### src/rtl/spi_slave8r_if.sv
// Bus bundle for the spi_slave8r register target: 3-wire SPI pins, live status
// byte and the committed-write report.
interface spi_slave8r_if;
  logic       spi_ce;
  logic       spi_sclk;
  logic       spi_in;
  logic       spi_out;
  logic       spi_dir;
  logic [7:0] status_in;
  logic       wr_stb;
  logic [6:0] wr_addr;
  logic [7:0] wr_data;

  modport master (
    output spi_ce, spi_sclk, spi_in, status_in,
    input  spi_out, spi_dir, wr_stb, wr_addr, wr_data
  );

  modport slave (
    input  spi_ce, spi_sclk, spi_in, status_in,
    output spi_out, spi_dir, wr_stb, wr_addr, wr_data
  );
endinterface

### src/rtl/spi_slave8r.sv
// 3-wire SPI register-file target, 7-bit address / 8-bit data, oversampled in clk.
// Define SPI_STREAM_EN to let a frame continue with further data bytes at addr+1.
module spi_slave8r #(
  parameter int         NREG        = 32,
  parameter logic [6:0] STATUS_ADDR = 7'h18,
  parameter logic [7:0] RST_VAL     = 8'h00
) (
  input logic           clk,
  input logic           rst,
  spi_slave8r_if.slave  bus
);

  localparam int         AW     = (NREG > 1) ? $clog2(NREG) : 1;
  localparam logic [7:0] NREG_W = 8'(NREG);
`ifdef SPI_STREAM_EN
  localparam logic       STREAM = 1'b1;
`else
  localparam logic       STREAM = 1'b0;
`endif

  typedef enum logic [2:0] {
    S_IDLE  = 3'd0,
    S_CMD   = 3'd1,
    S_WDATA = 3'd2,
    S_RDATA = 3'd3,
    S_DONE  = 3'd4
  } state_t;

  state_t      r_state;
  state_t      w_state_nx;

  logic [1:0]  r_ce_sync;
  logic [1:0]  r_sclk_sync;
  logic [1:0]  r_in_sync;
  logic        r_ce_d;
  logic        r_sclk_d;
  logic [3:0]  r_cnt;
  logic [6:0]  r_shift;
  logic [6:0]  r_addr;
  logic [7:0]  r_rd;
  logic [7:0]  r_regs [2**AW];
  logic        r_out;
  logic        r_dir;
  logic        r_wr_pend;
  logic        r_wr_stb;
  logic [6:0]  r_wr_addr;
  logic [7:0]  r_wr_data;

  logic        w_ce_high;
  logic        w_ce_fall;
  logic        w_rise;
  logic        w_fall;
  logic        w_bit;
  logic        w_in_frame;
  logic        w_cmd_last;
  logic        w_data_last;
  logic [6:0]  w_cmd_addr;
  logic [7:0]  w_byte;
  logic        w_wr_ok;
  logic [6:0]  w_look_addr;
  logic [7:0]  w_look_byte;

  // Reset clears the chip-enable history to "low" so a frame in flight at reset
  // cannot be picked up halfway: only a genuine high-to-low ce starts a frame.
  always_ff @(posedge clk) begin
    if (rst) begin
      r_ce_sync   <= 2'b00;
      r_sclk_sync <= 2'b00;
      r_in_sync   <= 2'b00;
      r_ce_d      <= 1'b0;
      r_sclk_d    <= 1'b0;
    end else begin
      r_ce_sync   <= {r_ce_sync[0], bus.spi_ce};
      r_sclk_sync <= {r_sclk_sync[0], bus.spi_sclk};
      r_in_sync   <= {r_in_sync[0], bus.spi_in};
      r_ce_d      <= r_ce_sync[1];
      r_sclk_d    <= r_sclk_sync[1];
    end
  end

  assign w_ce_high   = r_ce_sync[1];
  assign w_ce_fall   = r_ce_d & ~r_ce_sync[1];
  assign w_rise      = r_sclk_sync[1] & ~r_sclk_d;
  assign w_fall      = ~r_sclk_sync[1] & r_sclk_d;
  assign w_bit       = r_in_sync[1];
  assign w_in_frame  = (r_state == S_CMD) || (r_state == S_WDATA) || (r_state == S_RDATA);
  assign w_cmd_last  = w_rise && (r_state == S_CMD) && (r_cnt == 4'd7);
  assign w_data_last = w_rise && ((r_state == S_WDATA) || (r_state == S_RDATA)) && (r_cnt == 4'd15);
  assign w_cmd_addr  = {r_shift[5:0], w_bit};
  assign w_byte      = {r_shift, w_bit};
  assign w_wr_ok     = (r_addr != STATUS_ADDR) && ({1'b0, r_addr} < NREG_W);

  // Read-byte source: command address at the 8th rise, next address at stream boundaries
  always_comb begin
    w_look_addr = (r_state == S_CMD) ? w_cmd_addr : (r_addr + 7'd1);
    if (w_look_addr == STATUS_ADDR) begin
      w_look_byte = bus.status_in;
    end else if ({1'b0, w_look_addr} < NREG_W) begin
      w_look_byte = r_regs[w_look_addr[AW-1:0]];
    end else begin
      w_look_byte = 8'h00;
    end
  end

  // State register
  always_ff @(posedge clk) begin
    if (rst) begin
      r_state <= S_IDLE;
    end else begin
      r_state <= w_state_nx;
    end
  end

  // Next-state logic; a synced-high ce overrides any same-cycle SCLK edge
  always_comb begin
    w_state_nx = r_state;
    if (w_ce_high) begin
      w_state_nx = S_IDLE;
    end else begin
      case (r_state)
        S_IDLE: begin
          if (w_ce_fall) w_state_nx = S_CMD;
          else           w_state_nx = S_IDLE;
        end
        S_CMD: begin
          if (w_cmd_last) w_state_nx = r_shift[6] ? S_RDATA : S_WDATA;
          else            w_state_nx = S_CMD;
        end
        S_WDATA, S_RDATA: begin
          if (w_data_last && !STREAM) w_state_nx = S_DONE;
          else                        w_state_nx = r_state;
        end
        S_DONE:  w_state_nx = S_DONE;
        default: w_state_nx = S_IDLE;
      endcase
    end
  end

  // Shift/count, register file, read-data serializer and write report
  always_ff @(posedge clk) begin
    if (rst) begin
      r_cnt     <= 4'd0;
      r_shift   <= 7'd0;
      r_addr    <= 7'd0;
      r_rd      <= 8'h00;
      r_out     <= 1'b0;
      r_dir     <= 1'b0;
      r_wr_pend <= 1'b0;
      r_wr_stb  <= 1'b0;
      r_wr_addr <= 7'd0;
      r_wr_data <= 8'h00;
      for (int i = 0; i < 2**AW; i++) begin
        r_regs[i] <= RST_VAL;
      end
    end else begin
      r_wr_stb  <= r_wr_pend;
      r_wr_pend <= 1'b0;
      if (w_ce_high || (r_state == S_IDLE)) begin
        r_cnt <= 4'd0;
        r_dir <= 1'b0;
        r_out <= 1'b0;
      end else if (w_in_frame && w_rise) begin
        r_shift <= w_cmd_addr;
        r_cnt   <= r_cnt + 4'd1;
        if (w_cmd_last) begin
          r_addr <= w_cmd_addr;
          r_rd   <= w_look_byte;
        end
        if (w_data_last && (r_state == S_WDATA)) begin
          if (w_wr_ok) r_regs[r_addr[AW-1:0]] <= w_byte;
          r_wr_pend <= 1'b1;
          r_wr_addr <= r_addr;
          r_wr_data <= w_byte;
          if (STREAM) begin
            r_addr <= r_addr + 7'd1;
            r_cnt  <= 4'd8;
          end
        end
        if (w_data_last && (r_state == S_RDATA)) begin
          if (STREAM) begin
            r_addr <= r_addr + 7'd1;
            r_rd   <= w_look_byte;
            r_cnt  <= 4'd8;
          end else begin
            r_dir <= 1'b0;
            r_out <= 1'b0;
          end
        end
      end else if ((r_state == S_RDATA) && w_fall) begin
        r_dir <= 1'b1;
        r_out <= r_rd[7];
        r_rd  <= {r_rd[6:0], 1'b0};
      end
    end
  end

  assign bus.spi_out = r_out;
  assign bus.spi_dir = r_dir;
  assign bus.wr_stb  = r_wr_stb;
  assign bus.wr_addr = r_wr_addr;
  assign bus.wr_data = r_wr_data;

endmodule

### src/flat_wrapper.sv
// flat-port wrapper written by rule: the top's interface ports become plain ports
module spi_slave8r_flat 
#(
  parameter int         NREG        = 32,
  parameter logic [6:0] STATUS_ADDR = 7'h18,
  parameter logic [7:0] RST_VAL     = 8'h00
)
  (clk, rst, bus_spi_ce, bus_spi_sclk, bus_spi_in, bus_status_in, bus_spi_out, bus_spi_dir, bus_wr_stb, bus_wr_addr, bus_wr_data);
  spi_slave8r_if bus_i ();
  input logic clk;
  input logic rst;
  input wire logic [$bits(bus_i.spi_ce)-1:0] bus_spi_ce;
  input wire logic [$bits(bus_i.spi_sclk)-1:0] bus_spi_sclk;
  input wire logic [$bits(bus_i.spi_in)-1:0] bus_spi_in;
  input wire logic [$bits(bus_i.status_in)-1:0] bus_status_in;
  output wire logic [$bits(bus_i.spi_out)-1:0] bus_spi_out;
  output wire logic [$bits(bus_i.spi_dir)-1:0] bus_spi_dir;
  output wire logic [$bits(bus_i.wr_stb)-1:0] bus_wr_stb;
  output wire logic [$bits(bus_i.wr_addr)-1:0] bus_wr_addr;
  output wire logic [$bits(bus_i.wr_data)-1:0] bus_wr_data;
  assign bus_i.spi_ce = bus_spi_ce;
  assign bus_i.spi_sclk = bus_spi_sclk;
  assign bus_i.spi_in = bus_spi_in;
  assign bus_i.status_in = bus_status_in;
  assign bus_spi_out = bus_i.spi_out;
  assign bus_spi_dir = bus_i.spi_dir;
  assign bus_wr_stb = bus_i.wr_stb;
  assign bus_wr_addr = bus_i.wr_addr;
  assign bus_wr_data = bus_i.wr_data;
  spi_slave8r #(.NREG(NREG), .STATUS_ADDR(STATUS_ADDR), .RST_VAL(RST_VAL)) u_core (.clk(clk), .rst(rst), .bus(bus_i));
endmodule
### config.mk
export PLATFORM = sky130hd
export DESIGN_NAME = spi_slave8r_flat
export DESIGN_NICKNAME = d
export VERILOG_FILES = /design/src/rtl/spi_slave8r_if.sv /design/src/rtl/spi_slave8r.sv /design/src/flat_wrapper.sv
export SDC_FILE = /design/constraint.sdc
export NUM_CORES = 1
export LEC_CHECK = 0
export ABC_AREA = 1
export BUFFER_PORTS_ARGS = -buffer_cell sky130_fd_sc_hd__buf_2
export CORE_MARGIN = 5
export CORE_UTILIZATION = 45
export CTS_CLUSTER_DIAMETER = 80
export DETAILED_ROUTE_END_ITERATION = 6
export PLACE_DENSITY = 0.67
export SLEW_MARGIN = 40
export SYNTH_ARGS = -nofsm -noshare
export SYNTH_HDL_FRONTEND = slang
export SYNTH_SLANG_ARGS = --single-unit
### constraint.sdc
create_clock -name clk -period 3.79 [get_ports clk]
set_input_delay 0.1895 -clock clk [delete_from_list [all_inputs] [get_ports clk]]
set_output_delay 0.1895 -clock clk [all_outputs]
set_load 0.05 [all_outputs]
==> flow_summary.ini <==
[run_status]
outcome = finished, final reports clean

[pwr]
pwr-share-seq_pct = 53.1
switching_share_pct = 22.0
p_switching_w = 0.00161
p_comb_share_pct = 4.7
power.density_nw_per_um2 = 462
internal_power_w = 0.00571
power_w = 0.00732
peakVddDrop_mv = 0.390
clockPowerShare_pct = 42.1
leakagePower_nw = 5.71

[hold_path]
worst_hold_startpoint = bus_status_in[0]
min_path_cells = 5
hold_path.class = in -> reg
hold_end = u_core.r_rd[0]

[drt]
drt-total-wl_um = 37700
first_pass_iters = 7
drcViolationCount = 0
drt_iter0_drc = 1182
via_per_inst = 5.59
wire_per_inst_um = 19.3
drtAntennaViolNets = 0
num_vias = 10900

[sta]
setup_slack_ns = 0.465
fin_worst_skew_ns = 0.0170
fin_tns_setup_ns = 0
fin_crit_ns = 3.32
relSlewSlack_pct = 44.5
hold_viol_final = 0
tightest_slew_ns = 0.833
setup_viol = 0
max_freq_mhz = 301
timing.final.crit_share_pct = 87.7
maxSlewViolCount = 0
rsz0062_at_grt = no

[grt]
grt_pass1_wl_um = 57800
overflow = 0
use_met2_pct = 33.3
grt_pass1_vias = 10300
gr-max-usage-layer = met2
grt_util_met1_pct = 29.5
met3_usage_pct = 3.19
grtUsageTotal_pct = 20.9
grt_max_degree = 102
antenna_found_initial = 0

[yosys]
yosys-top-cells-count = nand2_1, nand3_1, nor2_1
synth_most_common_cell = nand2_1
synth_seq_area_share_pct = 62.4
synth_cell_types = 32
async_reset_ff_share_pct = 0
synth_area_leaders = edfxtp_1, nand3_1, nand2_1
netlist.area_leader.share_pct = 54.5
yosys_register_bits = 312
yosys.area.top_type = edfxtp_1
syn_area_per_cell_um2 = 9.23
synth-edff-count = 256
syn_inst = 1528
synth_area_um2 = 14100
synthFlopType = edfxtp_1
ys_warn_count = 0

[worst_setup_path]
rr_worst_depth = 10
r2r_slack_ns = 0.47
crit_fanout = 17
critPathCaptureType = flop
r2r_start = u_core.r_state[0]
critPathRequiredTime_ns = 4.02
start_kind = flop
r2r_end = u_core.r_regs[9][6]
path_class = reg -> reg
critPathArrivalTime_ns = 3.55

[cts]
clock_latency_ns = 0.57
cts_setup_buffers = 0
root_buffer = clkbuf_16
cts_sinks = 312
cts_max_level = 1
numCtsBuffers = 31
tritoncts = yes
cts_max_path_buffers = 3
clk_pin_slew_ns = 0.06

[cells_and_area]
drive_above_1_share_pct = 9.55
final_nets = 1554
antenna_cells = 0
syn2layout_area_growth_pct = 12.2
stdcell_area_um2 = 15800
fillers = 2806

[floorplan]
start_util_pct = 45.9
core_um2 = 30700
io_pins = 31
die_h_um = 187
die-area_um2 = 35000
die_w_um = 187
rows = 64

[placed_design]
place_hpwl_um = 23200
placement.cell_area_um2 = 14700
dpl_worst_slack_ns = 0.537
place.port_buffers = 30
gp_congestion = 0.851

[flow_run]
drv.max_cap_violation_count = 0
worst max-delay path: stages, from the launching register on:
cell and delay (ns):
dfxtp_1 0.49, nor3_1 0.11, nor2_1 0.25, nand2_2 0.26, nor4_4 0.24, inv_2 0.14
nor2_2 0.20, nand4_4 0.19, nor2_4 0.53, nand2_2 0.24, nand2_1 0.34
power by group through the flow:
stage               Sequential, W  Combinational, W  Clock (W)
floorplan                 0.00394          0.000225          0
detailed placement        0.00396          0.000340          0
finish                    0.00389          0.000346    0.00308
global route              0.00390          0.000382    0.00323
global placement          0.00396          0.000333          0
CTS                       0.00389          0.000344    0.00310
sequential cells by signal, summed over array words and instances, names as in the netlist:
| register | cells |
|---|---|
| u_core.bus.spi_out | 1 |
| u_core.r_ce_d | 1 |
| u_core.r_sclk_sync | 2 |
| u_core.r_sclk_d | 1 |
| u_core.r_regs | 256 |
| u_core.r_ce_sync | 2 |
| u_core.bus.wr_addr | 7 |
| u_core.r_addr | 7 |
| u_core.r_shift | 7 |
| u_core.bus.wr_data | 8 |
| u_core.bus.spi_dir | 1 |
| u_core.r_rd | 8 |
| u_core.r_in_sync | 2 |
| u_core.r_cnt | 4 |
| u_core.bus.wr_stb | 1 |
| u_core.r_state | 3 |
| u_core.r_wr_pend | 1 |
cell families (layout without fill, tap and decap cells):
logic type,after synthesis,in the layout,share of synthesized area [%]
and+or+nand+nor,945,945,29.0
DFF,312,312,62.4
buffers and inverters,172,198,4.69
AOI/OAI and AO/OA,92,92,3.34
adders and majority gates,5,5,0.443
other,1,8,0.0266
xor gates and xnor gates,1,1,0.0621
metrics by stage:
| stage | hold slack, ns | instances | utilization (%) |
|---|---|---|---|
| final | 0.0229 | 1957 | 51.5 |
| after global routing | 0.0334 | 1957 | 51.5 |
| after CTS | 0.00515 | 1957 | 51.4 |
| after detailed placement | 0.398 | 1895 | 47.9 |
| after global placement | 0.391 | 1893 | 47.7 |
| after floorplan | 0.269 | 1535 | - |
how the worst max path moves through the flow:
stage | from | end | slack [ns] | depth (start not counted)
after global placement | u_core.r_state[0] | u_core.r_regs[21][5] | 0.73 | 10
after CTS | u_core.r_state[0] | u_core.r_regs[9][0] | 0.53 | 10
after floorplan | u_core.r_cnt[0] | u_core.r_regs[13][0] | 1.11 | 11
after detailed placement | u_core.r_state[0] | u_core.r_regs[9][5] | 0.54 | 10
after global routing | u_core.r_state[0] | u_core.r_regs[1][1] | 0.27 | 10
final | u_core.r_state[0] | u_core.r_regs[9][6] | 0.47 | 10
cells in the final DEF (no fill, tap or decap), types with 2 or more instances in the layout:
cell,Yosys,layout
nor4_1,2,2
clkbuf_8,0,5
edfxtp_1,256,256
a21oi_1,41,40
dfxtp_1,56,56
nor2_1,274,274
conb_1,1,8
buf_4,1,18
nor2_4,4,4
inv_4,0,6
clkbuf_1,69,2
nor3b_1,3,3
nand3_1,304,304
ha_1,5,5
clkinv_4,0,2
buf_2,10,30
nand2_1,322,320
nor3_1,13,10
o21ai_0,44,43
inv_1,76,71
clkinv_2,0,5
bufinv_16,0,2
buf_12,0,4
clkinv_1,4,8
clkbuf_16,0,32
clkinvlp_4,0,2
nor3_2,3,6
dlygate4sd3_1,0,4
o21ai_4,0,3
inv_2,2,4
nand2_2,16,17
layer usage:
layer,vias up,part of all wire [%]
met5,-,0
met4,0,3.7
met3,93,9.3
met2,544,46
met1,5124,41
li1,5176,-
timing repair:
item,CTS,global route
endpoints found under the setup margin,0,0
gates resized for setup,0,0
hold endpoints to repair,4,0
hold buffers,4,0
area by class of cell:
class,instances,area [um2],area share (%)
clock buffer,39,877,5.54
clock inverter,19,158,0.996
multi-input combinational,1051,4720,29.8
tap,396,495,3.13
timing repair buffer,58,448,2.83
sequential,312,8810,55.6
inverter,82,318,2.01
Power figures use the tool's default switching activity.
